## src/rtl/vezerles_pkg.sv

```systemverilog
// Shared types and defaults for the control-block truth-table scanner.
package vezerles_pkg;

  typedef enum logic [1:0] {
    IDLE,
    SETTLE,
    SAMPLE,
    DONE
  } state_e;

  localparam int          N_IN_DEF       = 3;
  localparam int          SETTLE_CYC_DEF = 2;
  localparam logic [15:0] TRUTH_TABLE    = 16'hFA95;
  localparam logic [15:0] GOLDEN_DEF     = TRUTH_TABLE;

  // Settle counter width; never narrower than one bit, even with no settle time.
  function automatic int cntWidth(input int settle);
    return (settle < 1) ? 1 : $clog2(settle + 1);
  endfunction

endpackage

```

## src/rtl/vezerles_settle_cnt.sv

```systemverilog
// Loadable down-counter that times the settle interval after each vector.
module vezerles_settle_cnt #(
  parameter int W = 1
) (
  input  logic         clk,
  input  logic         rst,
  input  logic         load_i,
  input  logic [W-1:0] load_val_i,
  input  logic         dec_i,
  output logic         zero_o
);

  logic [W-1:0] cnt_q, cnt_d;

  always_comb begin
    cnt_d = cnt_q;
    if (load_i)
      cnt_d = load_val_i;
    else if (dec_i && (cnt_q != '0))
      cnt_d = cnt_q - 1'b1;
  end

  always_ff @(posedge clk or posedge rst) begin
    if (rst) cnt_q <= '0;
    else     cnt_q <= cnt_d;
  end

  assign zero_o = (cnt_q == '0);

endmodule

```

## src/rtl/vezerles_letapogato.sv

```systemverilog
// Scans every input combination of the control block and packs {q2,q1} per vector.
// Optional VEZERLES_CHECK_EN adds a registered mismatch flag against GOLDEN.
module vezerles_letapogato
  import vezerles_pkg::*;
#(
  parameter int                      N_IN       = N_IN_DEF,
  parameter int                      SETTLE_CYC = SETTLE_CYC_DEF,
  parameter logic [2*(2**N_IN)-1:0] GOLDEN     = GOLDEN_DEF
) (
  input  logic                     clk,
  input  logic                     rst,
  input  logic                     start,
  output logic                     busy,
  output logic                     done,
  output logic [N_IN-1:0]          abc_out,
  input  logic                     q1_in,
  input  logic                     q2_in,
  output logic [2*(2**N_IN)-1:0]   result,
  output logic                     result_valid
`ifdef VEZERLES_CHECK_EN
  ,
  output logic                     mismatch
`endif
);

  localparam int NV = 2**N_IN;
  localparam int RW = 2*NV;
  localparam int CW = cntWidth(SETTLE_CYC);
  localparam int IW = N_IN + 1;
  localparam logic [CW-1:0] SETTLE_LOAD = (SETTLE_CYC == 0) ? '0 : CW'(SETTLE_CYC - 1);
  localparam logic [IW-1:0] LAST_IDX    = IW'(NV - 1);
  localparam state_e        AFTER_VEC   = (SETTLE_CYC == 0) ? SAMPLE : SETTLE;

  state_e          state_q, state_d;
  logic [IW-1:0]   idx_q, idx_d;
  logic [N_IN-1:0] abc_q, abc_d;
  logic [RW-1:0]   res_q, res_d;
  logic            rv_q, rv_d;
  logic            busy_q, busy_d;
  logic            done_q, done_d;
  logic            mism_q, mism_d;
  logic            cntLoad, cntDec, cntZero;

  vezerles_settle_cnt #(.W(CW)) u_settle (
    .clk        (clk),
    .rst        (rst),
    .load_i     (cntLoad),
    .load_val_i (SETTLE_LOAD),
    .dec_i      (cntDec),
    .zero_o     (cntZero)
  );

  // done, result_valid and busy change on the edge that leaves DONE.
  always_comb begin
    state_d = state_q;
    idx_d   = idx_q;
    abc_d   = abc_q;
    res_d   = res_q;
    rv_d    = rv_q;
    busy_d  = busy_q;
    done_d  = 1'b0;
    mism_d  = mism_q;
    cntLoad = 1'b0;
    cntDec  = 1'b0;
    case (state_q)
      IDLE: begin
        if (start) begin
          busy_d  = 1'b1;
          idx_d   = '0;
          abc_d   = '0;
          res_d   = '0;
          rv_d    = 1'b0;
          mism_d  = 1'b0;
          cntLoad = 1'b1;
          state_d = AFTER_VEC;
        end
      end
      SETTLE: begin
        if (cntZero) state_d = SAMPLE;
        else         cntDec  = 1'b1;
      end
      SAMPLE: begin
        res_d[{idx_q[N_IN-1:0], 1'b0} +: 2] = {q2_in, q1_in};
        if (idx_q != LAST_IDX) begin
          idx_d   = idx_q + 1'b1;
          abc_d   = abc_q + 1'b1;
          cntLoad = 1'b1;
          state_d = AFTER_VEC;
        end else begin
          state_d = DONE;
        end
      end
      DONE: begin
        done_d  = 1'b1;
        rv_d    = 1'b1;
        busy_d  = 1'b0;
`ifdef VEZERLES_CHECK_EN
        mism_d  = (res_q != GOLDEN);
`endif
        state_d = IDLE;
      end
      default: state_d = IDLE;
    endcase
  end

  always_ff @(posedge clk or posedge rst) begin
    if (rst) begin
      state_q <= IDLE;
      idx_q   <= '0;
      abc_q   <= '0;
      res_q   <= '0;
      rv_q    <= 1'b0;
      busy_q  <= 1'b0;
      done_q  <= 1'b0;
      mism_q  <= 1'b0;
    end else begin
      state_q <= state_d;
      idx_q   <= idx_d;
      abc_q   <= abc_d;
      res_q   <= res_d;
      rv_q    <= rv_d;
      busy_q  <= busy_d;
      done_q  <= done_d;
      mism_q  <= mism_d;
    end
  end

  assign busy         = busy_q;
  assign done         = done_q;
  assign abc_out      = abc_q;
  assign result       = res_q;
  assign result_valid = rv_q;

`ifdef VEZERLES_CHECK_EN
  assign mismatch = mism_q;
`else
  logic unused_check;
  assign unused_check = mism_q ^ (^GOLDEN);
`endif

endmodule

```

## config.mk

```make
export PLATFORM = sky130hd
export DESIGN_NAME = vezerles_letapogato
export DESIGN_NICKNAME = d
export VERILOG_FILES = /design/src/rtl/vezerles_pkg.sv /design/src/rtl/vezerles_settle_cnt.sv /design/src/rtl/vezerles_letapogato.sv
export SDC_FILE = /design/constraint.sdc
export NUM_CORES = 1
export LEC_CHECK = 0
export CAP_MARGIN = 20
export CORE_ASPECT_RATIO = 1.4
export CORE_MARGIN = 1
export CORE_UTILIZATION = 65
export CTS_BUF_LIST = sky130_fd_sc_hd__clkbuf_8
export CTS_CLUSTER_DIAMETER = 40
export CTS_CLUSTER_SIZE = 30
export DETAILED_ROUTE_END_ITERATION = 10
export DONT_BUFFER_PORTS = 1
export GPL_TIMING_DRIVEN = 0
export PLACE_DENSITY_LB_ADDON = 0.15
export SLEW_MARGIN = 40
export SYNTH_ARGS = -nofsm -noshare
export SYNTH_HDL_FRONTEND = slang
export SYNTH_HIERARCHICAL = 1
export SYNTH_SLANG_ARGS = --single-unit
```

## constraint.sdc

```tcl
create_clock -name clk -period 2.8 [get_ports clk]
set_input_delay 0.42 -clock clk [delete_from_list [all_inputs] [get_ports clk]]
set_output_delay 0.42 -clock clk [all_outputs]
set_load 0.005 [all_outputs]
```

# [Yosys cells after proc, flatten, opt, wreduce, memory -nomap -nowiden]
# Index checks and enable logic that the tools add are counted.
[totals] ff_bits=30 input_bits=5 elab_cells=57
[op_classes] addsub=4 n_eq_ne=7 n_shift=2 mux=25 reduce_logical=11
[ops] operator="$pmux W16 S2" n=1
[ops] operator="$bwmux W16" n=1
[ops] operator="$mux W16" n=1
[ops] operator="$shift A2 B6 Y16 const A" n=1
[ops] operator="$shiftx A2 B6 Y16" n=1
[ops] operator="$mux W2" n=5
[ops] operator="$mux W4" n=2
[ops] operator="$pmux W2 S4" n=1
[ops] operator="$pmux W4 S2" n=1
[ops] operator="$reduce_bool A2 Y1" n=4
[ops] operator="$mux W1" n=7
[ops] operator="$mux W3" n=2
[ops] operator="$ne A2 B2 Y1 const B" n=3
[ops] operator="$neg A4 Y6" n=1
[ops] operator="$pmux W1 S2" n=3
[ops] operator="$pmux W3 S2" n=1
[ops] operator="$reduce_and A2 Y1" n=3
[ops] operator="$add A4 B1 Y4 const B" n=1
[ops] operator="$eq A2 B2 Y1 const B" n=2
[ops] operator="$logic_not A2 Y1" n=2
[ops] operator="$ne A4 B3 Y1 const B" n=1
[ops] operator="$add A3 B1 Y3 const B" n=1
[ops] operator="$reduce_and A3 Y1" n=1
[ops] operator="$eq A2 B1 Y1 const B" n=1
[ops] operator="2 further kinds" n=2

# [Logic depth before layout (Yosys ltp)]
[depth] word_depth=6 ltp_mapped=6 mapped_depth_nobuf=6

# [Hierarchy]
# Netlist, hierarchy kept.
[modules_own_cells] module="vezerles_letapogato" instances=1 cells_each=134 area_each_um2=1411.4 seq_area_each_um2=700.7
[modules_own_cells] module="vezerles_settle_cnt" instances=1 cells_each=13 area_each_um2=135.1 seq_area_each_um2=50.0

# [Worst setup path after synthesis]
# Ideal clock, no wire load.
[synth_path] path_kind="reg-to-reg" from="register idx_q[0]" to="register u_settle.cnt_q[0]" setup_ps=126 arrival_time_ps=1915 required_time_ps=2674 path_slack_ps=759 path_stages_with_launch=6 n_path_buf=0 period_less_slack_ps=2041 path_cell_list="dfrtp_1 > ha_1 > and4b_1 > nor3_1 > and2b_4 > a221o_1"
[synth_between] elab_chain_len=4 elab_cells_between_ends=5
[synth_lines] item="start, declared" line="vezerles_letapogato.sv:35" text="logic [IW-1:0] idx_q, idx_d;"
[synth_lines] item="start signal, assigned" line="vezerles_letapogato.sv:118" text="idx_q <= idx_d;"
[synth_lines] item="$ne A4 B3 Y1 (*)" line="vezerles_letapogato.sv:84" text="if (idx_q != LAST_IDX) begin"
[synth_lines] item="$mux W1 (*)" line="vezerles_letapogato.sv:84"
[synth_lines] item="$pmux W1 S2 (*)" line="vezerles_letapogato.sv:65" text="case (state_q)"
[synth_lines] item="net cntLoad" line="vezerles_letapogato.sv:42" text="logic cntLoad, cntDec, cntZero;"
[synth_lines] item="$mux W2 or $reduce_bool A2 Y1 (tied branches)"
[synth_lines] item="end signal, assigned" line="vezerles_settle_cnt.sv:25" text="else cnt_q <= cnt_d;"
[synth_lines] item="end, declared" line="vezerles_settle_cnt.sv:13" text="logic [W-1:0] cnt_q, cnt_d;"
# Mark *: on every way through the listed nets, which the timed path passes. The rest lies on a longest branch.
# A chain may end at the register's enable or synchronous reset.

# [Worst setup path in the final report]
[layout_path] from="register idx_q[0]" to="register res_q[9], in the netlist result[9]"
[layout_between] elab_chain_len=4 elab_cells_between_ends=5
[layout_lines] item="$neg A4 Y6 (*)" line="vezerles_letapogato.sv:83" text="res_d[{idx_q[N_IN-1:0], 1'b0} +: 2] = {q2_in, q1_in};"
[layout_lines] item="$shiftx A2 B6 Y16 or $shift A2 B6 Y16 (tied branches)" line="vezerles_letapogato.sv:83"
[layout_lines] item="$bwmux W16 (*)" line="vezerles_letapogato.sv:83"
[layout_lines] item="$pmux W16 S2 (*)" line="vezerles_letapogato.sv:65"
[layout_lines] item="end signal, assigned" line="vezerles_letapogato.sv:120" text="res_q <= res_d;"
[layout_lines] item="end, declared" line="vezerles_letapogato.sv:37" text="logic [RW-1:0] res_q, res_d;"
# Mark *: on every way between the ends. The rest lies on a longest branch, timed or not.

==> impl_metrics.toml <==
[timing]
rsz0062_at_grt = "false"
setup_tns_ns = 0
finalHoldViolations = 0
setup_viol = 0
drv_slew = 0
tightest_slew_ns = 0.603
fmax_ghz = 0.458
period_share_pct = 78.1
period_needed_ns = 2.19
worst_slack_ns = 0.614
skew_ns = 0.00441
slew_headroom_pct = 59.6
hold_ws_ns = 0.0663

[drt]
final_antenna_net_count = 0
drtPass1Iterations = 4
avgRoutedWirePerCell_um = 15.7
route.detailed.drc = 0
routed_wl_mm = 2.79
vias = 1068
via_per_inst = 6.00
drt_iter0_markers = 25

[pwr]
p_leak_nw = 0.834
p_per_area_nw_per_um2 = 947
power_mw = 1.59
clockPowerShare_pct = 22.4
netSwitchingFraction_pct = 37.3
p_int_mw = 0.998
p_comb_share_pct = 38.1
p_switching_mw = 0.593
ir_drop_uv = 571
seqPwrFrac_pct = 39.5

[setup_path]
end_kind = "flop"
worstPathArrival_ns = 2.39
worstReg2RegStart = "idx_q[0]"
crit_required_ns = 3.00
r2r_setup_slack_ns = 0.61
critPathKind = "flop to flop"
crit_fanout = 6
r2r-end = "result[9]"
reg2regPathDepth = 6
cp-startpoint = "idx_q[0]"
cp-start-kind = "flop"

[die]
die-area_um2 = 2580
die_h_um = 59.7
rows = 20
design.core.area_um2 = 2200
io_pins = 27
fp.dieW_um = 43.2
start_util_pct = 70.2

[global_route]
antenna_found_initial = 0
grt_util_all_layers_pct = 24.6
grt_start_max_net_pins = 29
grt_remaining_overflow = 0
grt_pass1_wl_mm = 4.58
grt_pass1_vias = 1033

[place]
pre_cts_slack_ns = 0.612
dpl-instance-area_um2 = 1580
post-dp-hpwl_mm = 2.04
placedCellCount = 169
gp_congestion = 0.813
io_buffers = 0

[synthesis]
yosys_warnings = 6
yosysSeqAreaShare_pct = 48.5
synthCells = 147
ys_seq_elements = 30
ys_async_sr_fraction_pct = 100
ys_types = 33
synth_edf_count = 0
avgSynthCellArea_um2 = 10.5
synth_ff_type = "dfrtp_1"
synth_area_um2 = 1550
syn-num-nets = 158

[cts]
cts_tree = "done"
cts.sinks = 30
h-tree-depth = 2
post_cts_resized = 0
worst_skew_pair.late_latency_ns = 0.29
clock_path_buffers = 2
clock-root-buffer = "clkbuf_8"
clkSlewWorstSetupHoldPaths_ns = 0.06
cts_setup_buffers = 0
cts_buffers = 5

[hold_path]
hp-class = "input port to async pin"

[layout]
final_nets = 166
fillCellCount = 157
fin_area_um2 = 1680
final_util_pct = 76.3
drive_above_1_share_pct = 13.5
final_common_cell = "dfrtp_1"
area_delta_synth_final_pct = 8.66
stdcell_count = 178
final_cell_mix = "dfrtp_1, nand2_1, mux2i_1"
antenna_cells = 0

[run]
cap_violations = 0

[outcome]
status = "finished clean"
## state kept, by name (all words and copies together), names as in the netlist
name,flops
done,1
idx_q,4
result,16
state_q,2
abc_out,3
result_valid,1
busy,1
u_settle/cnt_q,2
## power by group through the flow
stage / clock network (mW) / registers (mW) / logic, mW
after floorplan: 0 / 0.610 / 0.503
after global placement: 0 / 0.628 / 0.577
after detailed placement: 0 / 0.636 / 0.606
after CTS: 0.360 / 0.630 / 0.609
after global routing: 0.375 / 0.640 / 0.678
final: 0.357 / 0.628 / 0.607
## how the worst max path moves through the flow
stage,to,slack (ns),cells past startpoint
after floorplan,u_settle/cnt_q[0],0.76,5
after global placement,u_settle/cnt_q[0],0.50,5
after detailed placement,result[9],0.61,6
after CTS,result[9],0.58,6
after global routing,result[13],0.50,6
final,result[9],0.61,6
## critical path, cell delays in order (launching register included)
cell,delay (ns)
dfrtp_1,0.44
inv_1,0.11
ha_1,0.23
ha_1,0.20
or4b_4,0.59
nor4b_4,0.30
mux2i_1,0.25
## area by class of cell
cell class                      instances  area (um2)  share of cell area (%)
Buffer                                  4        30.0                    1.79
Clock buffer                            6        82.6                    4.91
Clock inverter                          2        8.76                   0.521
Inverter                               14        52.6                    3.13
Multi-Input combinational cell         99         718                    42.7
Sequential cell                        30         751                    44.7
Tap cell                               22        27.5                    1.64
Timing Repair Buffer                    1        10.0                   0.596
## kinds of logic (layout without fill, tap and decap cells)
logic type,after synthesis,after routing,synth area share [%]
flops,30,30,48.5
buf+inv,18,27,5.34
fa+ha+maj,6,6,4.85
simple gates,60,60,24.2
compound gates,13,13,4.94
mux,18,18,11.7
other cells,2,2,0.486
## cell usage after synthesis, types with 3 or more instances
| library cell | instances | area [um2] |
|---|---|---|
| o21ai_1 | 4 | 20.0 |
| nand3_1 | 3 | 15.0 |
| dfrtp_1 | 30 | 751 |
| inv_1 | 12 | 45.0 |
| nor3_1 | 4 | 20.0 |
| nand3b_1 | 3 | 22.5 |
| nand4_1 | 3 | 18.8 |
| buf_2 | 3 | 15.0 |
| nor2_1 | 4 | 15.0 |
| ha_1 | 6 | 75.1 |
| nand2_1 | 25 | 93.8 |
| a21oi_1 | 5 | 25.0 |
| mux2i_1 | 18 | 180 |
## metal layers
metal / global-route usage, % / wire (um) / vias up / share of wire (%)
li1: - / - / 518 / -
met3: 7.55 / 101 / 7 / 3.6
met4: 13.0 / 71 / 0 / 2.5
met2: 41.4 / 1450 / 22 / 52
met5: 0 / 0 / - / 0
met1: 27.8 / 1160 / 521 / 42
## timing repair
item,CTS,global route
hold endpoints to repair,2,0
hold buffers,1,0
endpoints found under the setup margin,0,0
(Power assumes the default switching activity.)
